## config.mk

```make
export PLATFORM = sky130hd
export DESIGN_NAME = sseg_capture
export DESIGN_NICKNAME = d
export VERILOG_FILES = /design/src/rtl/sseg_capture.sv
export SDC_FILE = /design/constraint.sdc
export NUM_CORES = 1
export LEC_CHECK = 0
export CORE_ASPECT_RATIO = 0.6
export CORE_MARGIN = 1.5
export CORE_UTILIZATION = 25
export DETAILED_ROUTE_END_ITERATION = 8
export SETUP_SLACK_MARGIN = 0.2
export SYNTH_ARGS = -nofsm -noshare
export SYNTH_HDL_FRONTEND = slang
export SYNTH_SLANG_ARGS = --single-unit
```

## constraint.sdc

```tcl
create_clock -name clk -period 2.25 [get_ports clk]
set_clock_uncertainty 0.1 [all_clocks]
set_input_delay 0.3375 -clock clk [delete_from_list [all_inputs] [get_ports clk]]
set_output_delay 0.3375 -clock clk [all_outputs]
set_load 0.01 [all_outputs]
```

## src/rtl/sseg_capture.sv

```systemverilog
// sseg_capture
// Watches a multiplexed seven-segment bus and recovers the hex nibble shown
// on each digit. A strobe/segment pattern must stay unchanged for
// STABLE_CYCLES consecutive samples before it is committed. This rejects
// scan glitches and commits each stable run exactly once.
//
// Ports:
//   clk      system clock; all state updates on the rising edge
//   rst      synchronous active-high reset
//   seg_in   segment lines, bit0=a .. bit6=g, bit7=decimal point
//   dig_sel  one-hot digit strobes
//   hex_out  recovered nibble per digit; digit i at [4i+3:4i]
//   dp_out   decimal-point state per digit
//   valid    digit holds a decoded hex value
//   blank    digit last committed with all seven segments off
//   update   one-cycle pulse on a successful commit (hex or blank)
//   pat_err  one-cycle pulse when a stable pattern is not a hex glyph
//   sel_err  one-cycle pulse when a stable strobe has more than one bit set
module sseg_capture #(
    parameter int NUM_DIGITS    = 4,
    parameter int STABLE_CYCLES = 3
) (
    input  logic                    clk,
    input  logic                    rst,
    input  logic [7:0]              seg_in,
    input  logic [NUM_DIGITS-1:0]   dig_sel,
    output logic [4*NUM_DIGITS-1:0] hex_out,
    output logic [NUM_DIGITS-1:0]   dp_out,
    output logic [NUM_DIGITS-1:0]   valid,
    output logic [NUM_DIGITS-1:0]   blank,
    output logic                    update,
    output logic                    pat_err,
    output logic                    sel_err
);

    localparam int         SW        = NUM_DIGITS + 8;
    localparam logic [3:0] STABLE_C  = 4'(STABLE_CYCLES);
    localparam logic [3:0] STABLE_M1 = 4'(STABLE_CYCLES - 1);

    // Segment pattern to {recognised, nibble}.
    function automatic logic [4:0] seg_decode(input logic [6:0] p);
        logic [4:0] r;
        case (p)
            7'b0111111: r = {1'b1, 4'h0};
            7'b0000110: r = {1'b1, 4'h1};
            7'b1011011: r = {1'b1, 4'h2};
            7'b1001111: r = {1'b1, 4'h3};
            7'b1100110: r = {1'b1, 4'h4};
            7'b1101101: r = {1'b1, 4'h5};
            7'b1111101: r = {1'b1, 4'h6};
            7'b0000111: r = {1'b1, 4'h7};
            7'b1111111: r = {1'b1, 4'h8};
            7'b1100111: r = {1'b1, 4'h9};
            7'b1110111: r = {1'b1, 4'hA};
            7'b1111100: r = {1'b1, 4'hB};
            7'b0111001: r = {1'b1, 4'hC};
            7'b1011110: r = {1'b1, 4'hD};
            7'b1111001: r = {1'b1, 4'hE};
            7'b1110001: r = {1'b1, 4'hF};
            default:    r = {1'b0, 4'h0};
        endcase
        return r;
    endfunction

    // Clearing the lowest set bit leaves something only if two or more bits were set.
    function automatic logic multi_hot(input logic [NUM_DIGITS-1:0] v);
        return (v & (v - NUM_DIGITS'(1))) != '0;
    endfunction

    logic [SW-1:0] samp_r;
    logic [SW-1:0] prev_r;
    logic [3:0]    cnt_r;

    logic [3:0]    cnt_next_s;
    logic          commit_s;
    logic          changed_s;
    logic          strobe_zero_s;
    logic          multi_s;
    logic          code_ok_s;
    logic [3:0]    code_s;
    logic          blank_pat_s;

    // Stability counting and commit detection on the registered sample.
    always_comb begin
        cnt_next_s    = cnt_r;
        commit_s      = 1'b0;
        changed_s     = (samp_r != prev_r);
        strobe_zero_s = (samp_r[SW-1:8] == '0);
        multi_s       = multi_hot(samp_r[SW-1:8]);
        {code_ok_s, code_s} = seg_decode(samp_r[6:0]);
        blank_pat_s   = (samp_r[6:0] == 7'b0000000);

        if (strobe_zero_s) begin
            cnt_next_s = 4'd0;
            commit_s   = 1'b0;
        end else if (changed_s) begin
            // A new value is its own first sample; with a threshold of one it commits right away.
            cnt_next_s = 4'd1;
            commit_s   = (STABLE_CYCLES == 1);
        end else if (cnt_r == STABLE_C) begin
            // Saturated: this run has already committed.
            cnt_next_s = cnt_r;
            commit_s   = 1'b0;
        end else begin
            cnt_next_s = cnt_r + 4'd1;
            commit_s   = (cnt_r == STABLE_M1);
        end
    end

    // Sample pipeline, counter, per-digit registers and event pulses.
    always_ff @(posedge clk) begin
        if (rst) begin
            samp_r  <= '0;
            prev_r  <= '0;
            cnt_r   <= 4'd0;
            hex_out <= '0;
            dp_out  <= '0;
            valid   <= '0;
            blank   <= '0;
            update  <= 1'b0;
            pat_err <= 1'b0;
            sel_err <= 1'b0;
        end else begin
            samp_r  <= {dig_sel, seg_in};
            prev_r  <= samp_r;
            cnt_r   <= cnt_next_s;
            update  <= 1'b0;
            pat_err <= 1'b0;
            sel_err <= 1'b0;
            if (commit_s) begin
                if (multi_s) begin
                    sel_err <= 1'b1;
                end else if (code_ok_s || blank_pat_s) begin
                    update <= 1'b1;
                    // Strobe is one-hot here, so only the selected digit is touched.
                    for (int i = 0; i < NUM_DIGITS; i++) begin
                        if (samp_r[8+i]) begin
                            dp_out[i] <= samp_r[7];
                            valid[i]  <= code_ok_s;
                            blank[i]  <= blank_pat_s;
                            if (code_ok_s) begin
                                hex_out[4*i +: 4] <= code_s;
                            end
                        end
                    end
                end else begin
                    pat_err <= 1'b1;
                end
            end
        end
    end

endmodule

```

==> results.toml <==
[critical_path]
critPathArrivalTime_ns = 2.29
critPathMaxFanout = 7
crit_start = "samp_r[3]"
worstSetupEndpointType = "flop"
crit_path_start_kind = "flop"
r2r-start = "samp_r[3]"
worstPathRequired_ns = 2.41
crit_type = "flop to flop"

[pwr]
p_sw_share_pct = 22.9
power.total_mw = 2.67
p_comb_share_pct = 8.1
seqPwrFrac_pct = 41.1
power.switching_mw = 0.611
pwr_density_cell_mw_per_mm2 = 671
vdd_drop_max_mv = 0.396
clock_power_share_pct = 50.8
p_leak_nw = 1.56
internal-power_mw = 2.06

[synth]
yosysTopAreaCellShare_pct = 44.6
avgSynthCellArea_um2 = 9.49
synth_nets = 295
synth_area_leaders = "dfxtp_1, nor2b_1, mux2i_1, xor2_1, nand2_1"
synth_cell_type_count = 57
synth_edf_count = 0
syn_area_mm2 = 0.00265
synth_ff_type = "dfxtp_1"
syn-instance-count = 279
yosysTopAreaCell = "dfxtp_1"
yosys_warnings = 0
ys_seq_elements = 59
seq_area_frac_synth_pct = 44.6
async_reset_ff_share_pct = 0
synthTopCellsByCount = "dfxtp_1, nand2_1, nor2b_1, nor2_1"
synthMostInstantiatedCell = "dfxtp_1"

[global_route]
antenna_found_initial = 0
grt_pass1_vias = 2151
grt_pass1_wl_um = 11300
grt_max_degree = 15
grtUsageTotal_pct = 13.5
grt-ovfl-total = 0

[placed_design]
place_congestion = 0.867
placedCellCount = 465
io_buffer_count = 44
dp_hpwl_um = 5040

[routing]
dr.pass1.iters = 4
wl_um = 7320
vias = 2316
routedWlPerCell_um = 14.8
antenna_left = 0
drt-initial-drc-count = 181
vias_per_cell = 4.69
drc = 0

[clock_network]
cts_max_path_buffers = 2
cts_tree = "built"
numCtsBuffers = 9
root_buffer = "clkbuf_16"
htreeDepth = 3
cts.sinks = 59
insertion_delay_ns = 0.33
clk_transition_reported_paths_ns = 0.05

[job]
maxCapViolCount = 0

[worst_hold_path]
hp-class = "flop to flop"
min_from = "hex_out[0]"

[finish]
fill_cells = 1027
areaGrowthSynthToFinish_pct = 50.0
drive_gt1_share_pct = 31.5
final_core_util_pct = 39.4
instances_no_fill = 494
n_antenna_cell = 0
nets = 370

[die]
io_pins = 45
die_y_um = 82.7
initial_core_util_pct = 26.3
die_x_um = 136
core_mm2 = 0.0101
dieArea_mm2 = 0.0112
rows = 28

[sta]
finalCritPeriodShare_pct = 94.7
rsz0062_at_grt = "true"
finalSetupViolCount = 0
hold_viol_final = 0
fmaxAchievable_ghz = 0.469
relSlewSlack_pct = 66.7
max_slew.worst_pin.slew_ns = 0.495
finalWorstPathRequiredPeriod_ns = 2.13
final.setup.tns_ns = 0
maxSlewViolCount = 0

[outcome]
outcome = "completed"
## path summary, 6_finish.rpt
path	endpoint	slack [ns]	cells past startpoint
setup / recovery	dp_out[3]	0.12	6
hold / removal	hex_out[0]	0.37	2
setup reg to reg	dp_out[3]	0.12	6
hold reg to reg	hex_out[0]	0.37	2
## kinds of logic after synthesis
logic type	Yosys count	synth area share, %
multiplexers	16	6.14
adder cells (fa/ha/maj)	2	0.945
buffers and inverters	24	4.68
AND/OR/NAND/NOR	111	24.3
XOR/XNOR	17	5.62
flip-flops	59	44.6
AO/OA/AOI/OAI	50	13.7
## layer usage
metal	routed length, µm	track usage [%]
met5	0	0
met1	3690	19.1
met4	115	4.15
met3	540	4.95
met2	2980	18.8
## worst max-delay path: stages (launching register included)
cell	delay [ns]
dfxtp_4	0.37
nor2_1	0.26
nand4b_1	0.19
o31ai_2	0.13
or4_4	0.61
o21ai_4	0.19
mux2i_1	0.20
## layout make-up
class,instances,area [µm²],share of cell area (%)
Clock buffer,12,246,6.20
Tap cell,135,169,4.25
Sequential cell,59,1210,30.5
Multi-Input combinational cell,197,1530,38.5
Clock inverter,4,50.0,1.26
Timing Repair Buffer,80,741,18.6
Inverter,7,26.3,0.661
## what timing repair did
| item | CTS | global route |
|---|---|---|
| endpoints found under the setup margin | 29 | 30 |
| resized for setup | 23 | 37 |
| hold buffers | 0 | 0 |
| pin swaps | 5 | 16 |
| cloned | 1 | 0 |
| setup buffers | 0 | 12 |
## registers in the layout, indices dropped and copies added (netlist names), 4 cells and up
| register | count |
|---|---|
| blank | 4 |
| cnt_r | 4 |
| dp_out | 4 |
| hex_out | 16 |
| prev_r | 12 |
| samp_r | 12 |
| valid | 4 |
## cells in the final DEF (no fill, tap or decap), types with 7 or more instances in the layout
master	synthesis	final
dfxtp_1	59	50
buf_4	1	29
nor2_1	19	14
xor2_1	14	13
nand2_1	27	24
dfxtp_4	0	7
nor2b_1	25	24
clkbuf_16	0	9
a21oi_1	13	9
clkdlybuf4s50_1	0	44
mux2i_1	14	14
## through the flow
stage / setup slack (ns) / hold slack [ns] / area, µm²
detailed placement: -0.0234 / 0.352 / 3350
floorplan: 0.212 / 0.320 / 2650
CTS: 0.169 / 0.368 / 3730
global route: 0.0596 / 0.379 / 3970
global placement: 0.0344 / 0.355 / 3350
finish: 0.120 / 0.367 / 3970
## power groups by stage
stage	Combinational, mW	Sequential [mW]	Clock [mW]
CTS	0.184	1.10	1.38
detailed placement	0.178	1.12	0
global route	0.235	1.10	1.43
floorplan	0.125	1.10	0
global placement	0.177	1.12	0
finish	0.215	1.10	1.35
No activity file was read; power rests on OpenSTA's default activity.
